<file path="src/rtl/dendrite_pkg.sv">
// ---------------------------------------------------------------------------
// dendrite_pkg
// Shared types and helpers for the dendrite accumulator:
//   syn_event_t  - one buffered synaptic event (sign flag + unsigned weight)
//   state_t      - integration FSM states (ACCUM, EMIT)
//   sat_step     - saturating add / clamp-at-zero subtract on a wide operand
// The event weight width is fixed here because the packed event type is
// shared by the FIFO and the top; dendrite_accumulator's WEIGHT_WIDTH must
// equal SYN_WEIGHT_WIDTH.
// ---------------------------------------------------------------------------
package dendrite_pkg;

    localparam int SYN_WEIGHT_WIDTH = 6;

    // Working width of sat_step; covers accumulators up to 32 bits plus a
    // carry bit.
    localparam int SAT_W = 33;

    typedef struct packed {
        logic                        inhibitory;
        logic [SYN_WEIGHT_WIDTH-1:0] weight;
    } syn_event_t;

    typedef enum logic {
        ACCUM = 1'b0,
        EMIT  = 1'b1
    } state_t;

    // Excitatory: acc + term, clipped to max_val.
    // Inhibitory: acc - term, clipped to zero.
    function automatic logic [SAT_W-1:0] sat_step(
        input logic [SAT_W-1:0] acc,
        input logic [SAT_W-1:0] term,
        input logic             inhibitory,
        input logic [SAT_W-1:0] max_val
    );
        logic [SAT_W:0] sum;
        if (inhibitory) begin
            return (term >= acc) ? '0 : (acc - term);
        end
        sum = {1'b0, acc} + {1'b0, term};
        if (sum > {1'b0, max_val}) begin
            return max_val;
        end
        return sum[SAT_W-1:0];
    endfunction

endpackage

</file>
<file path="src/rtl/syn_event_fifo.sv">
// ---------------------------------------------------------------------------
// syn_event_fifo
// Small register FIFO holding syn_event_t entries. An entry written on one
// clock edge is visible at pop_data and poppable from the next edge. Push and
// pop may occur in the same cycle at any occupancy; push is ignored when
// full and pop is ignored when empty.
// Ports:
//   clk, reset      - clock, asynchronous active-low reset (empties FIFO)
//   push, push_data - write request and payload
//   pop             - read request; pop_data shows the head entry
//   full, empty     - occupancy flags derived from the registered count
// ---------------------------------------------------------------------------
module syn_event_fifo
    import dendrite_pkg::*;
#(
    parameter int DEPTH = 4
) (
    input  logic       clk,
    input  logic       reset,
    input  logic       push,
    input  syn_event_t push_data,
    input  logic       pop,
    output syn_event_t pop_data,
    output logic       full,
    output logic       empty
);

    localparam int PTR_W = $clog2(DEPTH);
    localparam int CNT_W = PTR_W + 1;
    localparam logic [CNT_W-1:0] CNT_FULL = CNT_W'(DEPTH);

    syn_event_t       mem_q [DEPTH];
    logic [PTR_W-1:0] wr_ptr_q, wr_ptr_d;
    logic [PTR_W-1:0] rd_ptr_q, rd_ptr_d;
    logic [CNT_W-1:0] count_q, count_d;
    logic             push_ok;
    logic             pop_ok;

    assign full     = (count_q == CNT_FULL);
    assign empty    = (count_q == '0);
    assign push_ok  = push && !full;
    assign pop_ok   = pop && !empty;
    assign pop_data = mem_q[rd_ptr_q];

    always_comb begin
        wr_ptr_d = wr_ptr_q;
        rd_ptr_d = rd_ptr_q;
        count_d  = count_q;
        // DEPTH is a power of two, so pointers wrap naturally.
        if (push_ok) begin
            wr_ptr_d = wr_ptr_q + 1'b1;
        end
        if (pop_ok) begin
            rd_ptr_d = rd_ptr_q + 1'b1;
        end
        if (push_ok && !pop_ok) begin
            count_d = count_q + 1'b1;
        end else if (!push_ok && pop_ok) begin
            count_d = count_q - 1'b1;
        end
    end

    always_ff @(posedge clk or negedge reset) begin
        if (!reset) begin
            wr_ptr_q <= '0;
            rd_ptr_q <= '0;
            count_q  <= '0;
        end else begin
            wr_ptr_q <= wr_ptr_d;
            rd_ptr_q <= rd_ptr_d;
            count_q  <= count_d;
        end
    end

    // Storage needs no reset: the pointers/count define which entries are live.
    always_ff @(posedge clk) begin
        if (push_ok) begin
            mem_q[wr_ptr_q] <= push_data;
        end
    end

endmodule

</file>
<file path="src/rtl/dendrite_accumulator.sv">
// ---------------------------------------------------------------------------
// dendrite_accumulator
// Buffers weighted synaptic events and integrates them into a saturating
// synaptic current over a fixed window of WINDOW_CYCLES unfrozen ACCUM
// cycles, then presents the result to the neuron for one EMIT cycle.
// Optional build macro: DENDRITE_DECAY_EN - when defined, the accumulator
// restarts each window from 3/4 of the emitted value instead of zero.
// Ports:
//   clk, reset          - clock, asynchronous active-low reset
//   syn_valid/syn_ready - event handshake (ready = FIFO not full)
//   syn_weight          - unsigned event weight
//   syn_inhibitory      - 1 subtracts the weighted term, 0 adds it
//   freeze              - halts popping and the window counter in ACCUM
//   input_spike_valid   - one-cycle pulse when a nonzero current is emitted
//   input_current       - emitted current; zero whenever valid is low
// ---------------------------------------------------------------------------
module dendrite_accumulator
    import dendrite_pkg::*;
#(
    parameter int WEIGHT_WIDTH  = SYN_WEIGHT_WIDTH,
    parameter int CURRENT_WIDTH = 16,
    parameter int WEIGHT_SHIFT  = 4,
    parameter int FIFO_DEPTH    = 4,
    parameter int WINDOW_CYCLES = 16
) (
    input  logic                     clk,
    input  logic                     reset,
    input  logic                     syn_valid,
    output logic                     syn_ready,
    input  logic [WEIGHT_WIDTH-1:0]  syn_weight,
    input  logic                     syn_inhibitory,
    input  logic                     freeze,
    output logic                     input_spike_valid,
    output logic [CURRENT_WIDTH-1:0] input_current
);

    localparam int CNT_W = $clog2(WINDOW_CYCLES);
    localparam logic [CNT_W-1:0] CNT_LAST = CNT_W'(WINDOW_CYCLES - 1);
    localparam logic [SAT_W-1:0] SAT_MAX  = SAT_W'({CURRENT_WIDTH{1'b1}});

    state_t                   state_q, state_d;
    logic [CURRENT_WIDTH-1:0] acc_q, acc_d;
    logic [CNT_W-1:0]         cnt_q, cnt_d;
    logic                     valid_q, valid_d;
    logic [CURRENT_WIDTH-1:0] current_q, current_d;
    logic                     ready_en_q;

    logic                     fifo_full;
    logic                     fifo_empty;
    logic                     fifo_pop;
    logic                     fifo_push;
    syn_event_t               push_event;
    syn_event_t               head_event;
    logic [CURRENT_WIDTH:0]   term;
    logic [CURRENT_WIDTH-1:0] sat_res;

    // ready_en_q keeps syn_ready low while reset is asserted; after release
    // ready follows the registered full flag only.
    assign syn_ready  = ready_en_q && !fifo_full;
    assign fifo_push  = syn_valid && syn_ready;
    assign push_event = '{inhibitory: syn_inhibitory, weight: syn_weight};

    syn_event_fifo #(
        .DEPTH (FIFO_DEPTH)
    ) u_fifo (
        .clk       (clk),
        .reset     (reset),
        .push      (fifo_push),
        .push_data (push_event),
        .pop       (fifo_pop),
        .pop_data  (head_event),
        .full      (fifo_full),
        .empty     (fifo_empty)
    );

    // Weighted term at CURRENT_WIDTH+1 bits so the sum can overflow before
    // saturation catches it.
    assign term = {{(CURRENT_WIDTH + 1 - WEIGHT_WIDTH){1'b0}}, head_event.weight}
                  << WEIGHT_SHIFT;

    always_comb begin
        state_d   = state_q;
        acc_d     = acc_q;
        cnt_d     = cnt_q;
        valid_d   = valid_q;
        current_d = current_q;
        fifo_pop  = 1'b0;
        sat_res   = acc_q;
        case (state_q)
            ACCUM: begin
                if (!freeze) begin
                    fifo_pop = !fifo_empty;
                    if (fifo_pop) begin
                        sat_res = CURRENT_WIDTH'(sat_step(SAT_W'(acc_q), SAT_W'(term),
                                                          head_event.inhibitory, SAT_MAX));
                    end
                    acc_d = sat_res;
                    if (cnt_q == CNT_LAST) begin
                        // Last ACCUM edge: the pop on this edge is included.
                        current_d = sat_res;
                        valid_d   = (sat_res != '0);
`ifdef DENDRITE_DECAY_EN
                        acc_d     = sat_res - (sat_res >> 2);
`else
                        acc_d     = '0;
`endif
                        cnt_d     = '0;
                        state_d   = EMIT;
                    end else begin
                        cnt_d = cnt_q + 1'b1;
                    end
                end
            end
            EMIT: begin
                // Single cycle regardless of freeze.
                valid_d   = 1'b0;
                current_d = '0;
                state_d   = ACCUM;
            end
            default: begin
                state_d = ACCUM;
            end
        endcase
    end

    always_ff @(posedge clk or negedge reset) begin
        if (!reset) begin
            state_q    <= ACCUM;
            acc_q      <= '0;
            cnt_q      <= '0;
            valid_q    <= 1'b0;
            current_q  <= '0;
            ready_en_q <= 1'b0;
        end else begin
            state_q    <= state_d;
            acc_q      <= acc_d;
            cnt_q      <= cnt_d;
            valid_q    <= valid_d;
            current_q  <= current_d;
            ready_en_q <= 1'b1;
        end
    end

    assign input_spike_valid = valid_q;
    assign input_current     = current_q;

endmodule
</file>
<file path="config.mk">
export PLATFORM = sky130hd
export DESIGN_NAME = dendrite_accumulator
export DESIGN_NICKNAME = d
export VERILOG_FILES = /design/src/rtl/dendrite_pkg.sv /design/src/rtl/syn_event_fifo.sv /design/src/rtl/dendrite_accumulator.sv
export SDC_FILE = /design/constraint.sdc
export NUM_CORES = 1
export LEC_CHECK = 0
export CAP_MARGIN = 20
export CORE_MARGIN = 5
export CORE_UTILIZATION = 63
export DETAILED_ROUTE_END_ITERATION = 10
export PLACE_DENSITY = 0.85
export SLEW_MARGIN = 10
export SYNTH_ARGS = -nofsm -noshare
export SYNTH_HDL_FRONTEND = slang
export SYNTH_SLANG_ARGS = --single-unit
</file>
<file path="constraint.sdc">
create_clock -name clk -period 7.1 [get_ports clk]
set_input_delay 1.775 -clock clk [delete_from_list [all_inputs] [get_ports clk]]
set_output_delay 1.775 -clock clk [all_outputs]
set_load 0.005 [all_outputs]
</file>
==> out/qor.txt, run 1 <==
TNS Setup - 0 ns
Die footprint - 7970 sq um
Syn Area/Cell - 10.9 sq um
Buf/Inv on CP - 1
Sequential area share after synthesis - 0.503
Post-synthesis cell area - 3960 sq um
Clock slew at reported path FFs - 0.08 ns
Slew margin rel. - 0.340
Final Hold Viols - 0
Warnings from Yosys - 0
Final core occ - 0.745
Vias per std cell - 6.72
Commonest non-fill, non-tap cells in the layout - 46 x dfrtp_1, 37 x nand2_1, 28 x edfxtp_1
WHS - 0.492 ns
CTS Root Cell - clkbuf_8
Initial antenna violation count - 0
H-tree level count - 3
Sink Count - 74
Worst EP arrival - 4.63 ns
Iter 0 DRT Violations - 394
Slowest cell on the critical path - dfrtp_1
Share of layout cells above drive strength 1 - 0.0789
Initial Utilization - 0.657
ANT cells - 0
Number of synthesized flops with an enable pin - 28
Number of global-route vias before repair - 3,184
CP Max Fanout - 9
Syn Inst Count - 365
Total GRT Usage - 0.272
Cts hold-fix bufs - 0
CP dominant cell by count - a21oi_1
Antenna-violating nets left - 0
Core Region - 6030 sq um
CP top delay family - compound AO/OA/AOI/OAI gates
Outcome - finished, final reports clean
Setup Skew - 0.0107 ns
Number of synthesized register bits - 74
Reg area - 1990 sq um
RSZ-0062 raised after global routing - no
Postcts setup bufs - 0
Crit end category - flop
Layout Nets - 420
Global route total overflow - 0
Setup violations, final - 0
Crit-path cells - mux4_2, ha_1, inv_1, fa_1, a21oi_1, a2bb2oi_1, a21oi_1, nor3_1, a2111oi_0, nor4_1, nand4b_1, o41a_1
Layout fillers - 389
DRT Pass-1 Iters - 6
Lkg Pwr - 1.85 nW
Die height - 89.3 um
CTS tree - built
Commonest non-fill, non-tap cell in the layout - dfrtp_1
Die width - 89.3 um
Syn_nets - 397
Placer Congestion - 1.09
Area grow syn2layout - 13.3%
Resized Gates After CTS - 0
Synth Flop Type - dfrtp_1
Skew-Pair Late Insertion Delay - 0.36 ns
Slew Limit Fails - 0
Overall power - 2.28 mW
First-pass GRT wire length - 15,900 um
CP Class - flop to flop
Worst-margin pin slew - 0.965 ns
Per-cell routed wire length - 21.0 um
Routed vias - 3,145
Period minus WS final - 4.39 ns
Max-cap violations - 0
Synth cell types - 63
Max Root-Sink Buffers - 2
Power Dens Cells - 508 nW/um^2
Residual DRC count - 0
DRT Wirelength - 9840 um
Max Fclk - 228 MHz
CP peak stage delay - 0.67 ns
DP Wirelength - 7020 um
Row Count - 28
VDD IR max - 0.000255 V
Worst Path Required - 7.34 ns
Critical path launch point type - flop
Hold crit path type - flop to flop
# port buffers - 28
Fin crit share - 0.618
Largest net degree at the start of global routing - 47
IO Pins - 29
Number of buffers created by CTS - 9
Area of the multi-input gates - 1820 sq um
Post-synth ARST share - 0.622
-- final timing paths --
path | to | cells after the start | from | slack [ns]
setup reg to reg | input_spike_valid | 12 | u_fifo.rd_ptr_q[0] | 2.71
hold reg to reg | input_current[9] | 2 | input_current[9] | 0.49
max in group asynchronous | input_current[11] | 2 | reset | 5.36
min in group asynchronous | u_fifo.wr_ptr_q[1] | 1 | reset | 1.26
hold / removal | input_current[9] | 2 | input_current[9] | 0.49
setup / recovery | input_spike_valid | 12 | u_fifo.rd_ptr_q[0] | 2.71
-- registers in the layout (all words and copies together) (netlist names) --
signal	count
cnt_q	4
acc_q	16
u_fifo.wr_ptr_q	2
u_fifo.count_q	3
state_q	1
input_current	16
ready_en_q	1
u_fifo.mem_q	28
input_spike_valid	1
u_fifo.rd_ptr_q	2
-- synth_stat cells, drive strengths merged, types with 2 or more instances --
| master | instances | area share |
|---|---|---|
| a2bb2oi | 2 | 0.0044 |
| and2 | 4 | 0.0063 |
| or4 | 3 | 0.0066 |
| xnor2 | 12 | 0.027 |
| nor4b | 2 | 0.0060 |
| nor4 | 4 | 0.0063 |
| a21boi | 2 | 0.0038 |
| o211a | 2 | 0.0051 |
| xor2 | 2 | 0.0044 |
| dfrtp | 46 | 0.29 |
| inv | 19 | 0.018 |
| a31oi | 3 | 0.0047 |
| nand2b | 4 | 0.0063 |
| edfxtp | 28 | 0.21 |
| mux4 | 7 | 0.040 |
| a211oi | 4 | 0.0076 |
| nand2 | 37 | 0.035 |
| nor2 | 23 | 0.022 |
| nor3 | 10 | 0.013 |
| o41ai | 3 | 0.0066 |
| or2 | 2 | 0.0032 |
| ha | 18 | 0.057 |
| or3 | 5 | 0.0079 |
| buf | 4 | 0.0063 |
| o21ai | 21 | 0.027 |
| o31a | 2 | 0.0044 |
| o22ai | 2 | 0.0032 |
| a22o | 17 | 0.038 |
| o32ai | 3 | 0.0066 |
| a21o | 2 | 0.0038 |
| nand3 | 8 | 0.010 |
| and3 | 5 | 0.0079 |
| clkbuf | 15 | 0.014 |
| nor2b | 2 | 0.0032 |
| a21oi | 18 | 0.023 |
| nand4 | 2 | 0.0032 |
| fa | 3 | 0.015 |
-- metrics by stage --
step / setup slack (ns) / area, sq um / std cells
floorplan: 3.39 / 3960 / 365
global placement: 2.87 / 4250 / 449
detailed placement: 2.85 / 4250 / 449
CTS: 2.82 / 4450 / 465
global route: 2.49 / 4490 / 468
finish: 2.71 / 4490 / 468
-- metal layers --
| layer | share of wire | vias up | GRT usage |
|---|---|---|---|
| met5 | 0 | - | 0 |
| met4 | 0.028 | 0 | 0.114 |
| met3 | 0.085 | 39 | 0.0608 |
| met2 | 0.50 | 194 | 0.449 |
| met1 | 0.39 | 1518 | 0.348 |
| li1 | - | 1394 | - |
-- where the power goes --
group	leakage [nW]	switching [mW]	internal [mW]
registers	0.846	0.145	0.555
logic	0.902	0.707	0.540
clock network	0.104	0.162	0.170
total	1.85	1.01	1.27
-- kinds of logic after synthesis --
kind of cell,share of synthesized area
and+or+nand+nor,0.143
AOI/OAI and AO/OA,0.169
DFF,0.503
buffers and inverters,0.0385
adders and majority gates,0.0720
xor gates and xnor gates,0.0310
muxes,0.0426
other,0.000947
-- tightest hold or removal path: stages (launching register included) --
cell     delay [ns]
dfrtp_1        0.35
nand2_1        0.05
o21ai_0        0.06
-- final cells by class --
class,instances,share of cell area
Clock inverter,4,0.00613
Inverter,19,0.0159
Clock buffer,12,0.0396
Tap cell,75,0.0209
Multi-Input combinational cell,253,0.405
Timing Repair Buffer,31,0.0686
Sequential cell,74,0.444
Power figures use the tool's default switching activity.
==> run 2: changes to the inputs <==
--- a/config.mk
+++ b/config.mk
@@ -7,9 +7,9 @@
 export LEC_CHECK = 0
 export CAP_MARGIN = 20
 export CORE_MARGIN = 5
-export CORE_UTILIZATION = 63
+export CORE_UTILIZATION = 59
 export DETAILED_ROUTE_END_ITERATION = 10
-export PLACE_DENSITY = 0.85
+export PLACE_DENSITY = 0.8
 export SLEW_MARGIN = 10
 export SYNTH_ARGS = -nofsm -noshare
 export SYNTH_HDL_FRONTEND = slang
==> constraint.sdc (replaced) <==
create_clock -name clk -period 4.3 [get_ports clk]
set_input_delay 1.075 -clock clk [delete_from_list [all_inputs] [get_ports clk]]
set_output_delay 1.075 -clock clk [all_outputs]
set_load 0.005 [all_outputs]
==> run 2 against run 1 <==
Effect of this change:
- power rose by 80%
- register-to-register slack got worse by 2.4 ns
- critical endpoint unchanged
- largest power group unchanged
- combinational power up 83%
- worst setup slack got worse by 2.4 ns
- flip-flop and latch count stayed put
- worst hold slack worse by 0.0055 ns
- via count grew 3.1%
==> out/qor.txt, run 2 (synthesis results as in run 1) <==
DRT Pass-1 Iters - 5 (-1)
DP Wirelength - 7240 um (+3.1%)
Setup Skew - 0.0130 ns (+0.00227 ns)
Commonest non-fill, non-tap cell in the layout - dfrtp_1
Crit end category - flop
TNS Setup - 0 ns (unchanged)
Overall power - 4.10 mW (+80%)
Skew-Pair Late Insertion Delay - 0.36 ns (about the same)
Max-cap violations - 0 (unchanged)
DRT Wirelength - 10,300 um (+4.3%)
Number of global-route vias before repair - 3,159 (-0.79%)
Clock power share - 0.167 (+0.021)
Hold Path Origin - input_current[0]
Max Fclk - 250 MHz (+9.8%)
Fin crit share - 0.929 (+0.311)
Internal - 2.34 mW (+85%)
H-tree level count - 3 (unchanged)
Die width - 91.9 um (+3.0%)
Row Count - 29 (+3.6%)
Initial antenna violation count - 0 (unchanged)
Area grow syn2layout - 16.9%
Worst-margin pin slew - 0.661 ns (-0.304 ns)
Switch Pwr - 1.77 mW (+74%)
Setup violations, final - 0 (unchanged)
First-pass GRT wire length - 16,300 um (+2.5%)
Commonest non-fill, non-tap cells in the layout - 46 x dfrtp_1, 37 x nand2_1, 28 x edfxtp_1
IO Pins - 29 (unchanged)
Clock slew at reported path FFs - 0.08 ns (about the same)
Hold EP - input_current[0]
Reg-to-Reg End - input_spike_valid
R2r startpoint - u_fifo.rd_ptr_q[0]
Design area - 4630 sq um (+3.2%)
Comb pwr share - 0.557 (+0.010)
ANT cells - 0 (unchanged)
Per-cell routed wire length - 21.4 um (+1.9%)
Max Root-Sink Buffers - 2 (unchanged)
# port buffers - 28 (unchanged)
Core Region - 6460 sq um (+7.2%)
Register name with the most flops - u_fifo.mem_q
Slew margin rel. - 0.559 (+0.219)
Net Sw Frac - 0.430 (-0.0146)
Slew Limit Fails - 0 (unchanged)
CTS Root Cell - clkbuf_8
Period minus WS final - 3.99 ns (-0.391 ns)
Area of the multi-input gates - 1830 sq um (+0.90%)
WHS Path Cells - 2 (unchanged)
Sequential Power Share - 0.276 (-0.031)
Max reg flops - 28 (unchanged)
Hold crit path type - flop to flop
Vias per std cell - 6.77 (+0.78%)
Worst Path Required - 4.54 ns (-2.80 ns)
Initial Utilization - 0.613 (-0.0441)
Worst Reg-to-Reg Cells - 12 (unchanged)
Residual DRC count - 0 (unchanged)
Worst EP arrival - 4.23 ns (-0.40 ns)
Crit path from - u_fifo.rd_ptr_q[0]
Die height - 91.9 um (+3.0%)
Outcome - finished, final reports clean
Die footprint - 8450 sq um (+6.0%)
Final Hold Viols - 0 (unchanged)
Routed vias - 3,244 (+3.1%)
Share of layout cells above drive strength 1 - 0.109 (+0.0306)
Number of buffers created by CTS - 9 (unchanged)
Global route total overflow - 0 (unchanged)
Layout Nets - 429 (+2.1%)
Iter 0 DRT Violations - 303 (-23%)
Placed cell area - 4330 sq um (+2.0%)
Total GRT Usage - 0.249 (-0.0225)
Layout fillers - 437 (+12%)
Sink Count - 74 (unchanged)
R2R setup slack - 0.31 ns (-2.41 ns)
Critical path launch point type - flop
Largest net degree at the start of global routing - 47 (unchanged)
RSZ-0062 raised after global routing - no
Antenna-violating nets left - 0 (unchanged)
CP Max Fanout - 7 (-2)
Lkg Pwr - 1.92 nW (+4.0%)
CP Class - flop to flop
Reg area - 1990 sq um (unchanged)
VDD IR max - 0.000453 V (+78%)
Postcts setup bufs - 0 (unchanged)
Placer Congestion - 0.944 (-13%)
CTS tree - built
Power Dens Cells - 886 nW/um^2 (+74%)
==> run 2: changes by cell type in the layout (fill, tap and decap cells not counted), sizes merged <==
cell,delta
buf,+9
bufinv,+2
clkbuf,-1
clkinv,-1
clkinvlp,-1
inv,+1
==> run 2: cell type report <==
cell class                      instances  area share
Tap cell                               77      0.0208
Multi-Input combinational cell        253       0.396
Clock buffer                           11      0.0376
Sequential cell                        74       0.430
Clock inverter                          5      0.0186
Inverter                               19      0.0154
Timing Repair Buffer                   40      0.0816
==> run 2: metrics by stage <==
| step | cells | utilization | worst slack [ns] | hold WS [ns] |
|---|---|---|---|---|
| 2_1_floorplan | 365 | - | 0.593 | 0.461 |
| 3_3_place_gp | 462 | 0.671 | 0.436 | 0.467 |
| 3_5_place_dp | 462 | 0.671 | 0.320 | 0.469 |
| 4_1_cts | 478 | 0.711 | 0.265 | 0.491 |
| 5_1_grt | 479 | 0.717 | 0.0272 | 0.531 |
| 6_report | 479 | 0.717 | 0.306 | 0.487 |
==> run 2: timing repair <==
| action | CTS | global route |
|---|---|---|
| gates resized for setup | 0 | 3 |
| hold buffers | 0 | 0 |
| endpoints found under the setup margin | 0 | 1 |
==> run 2: power groups by stage <==
stage	logic [mW]	clock network, mW	registers (mW)
2_1_floorplan	1.54	0	1.04
3_3_place_gp	2.14	0	1.12
3_5_place_dp	2.18	0	1.14
4_1_cts	2.20	0.688	1.12
5_1_grt	2.47	0.718	1.16
6_report	2.29	0.684	1.13
==> run 2: worst max path at each step <==
stage,end
floorplan,input_spike_valid
global placement,input_spike_valid
detailed placement,input_spike_valid
CTS,input_spike_valid
global route,input_spike_valid
finish,input_spike_valid
==> run 2: layer usage <==
layer  GRT usage  routed length [um]
met5           0                   0
met4       0.114                 394
met3      0.0483                 727
met2       0.415                5020
met1       0.316                4120
==> run 2: critical path: stages (launching register included) <==
cell,delay (ns)
dfrtp_1,0.49
mux4_2,0.56
ha_1,0.22
fa_1,0.45
nor2b_1,0.18
o21ai_1,0.33
a211oi_2,0.21
nor2_1,0.26
a2111oi_0,0.16
buf_4,0.17
nor4_1,0.34
nand4b_1,0.14
o41a_1,0.39
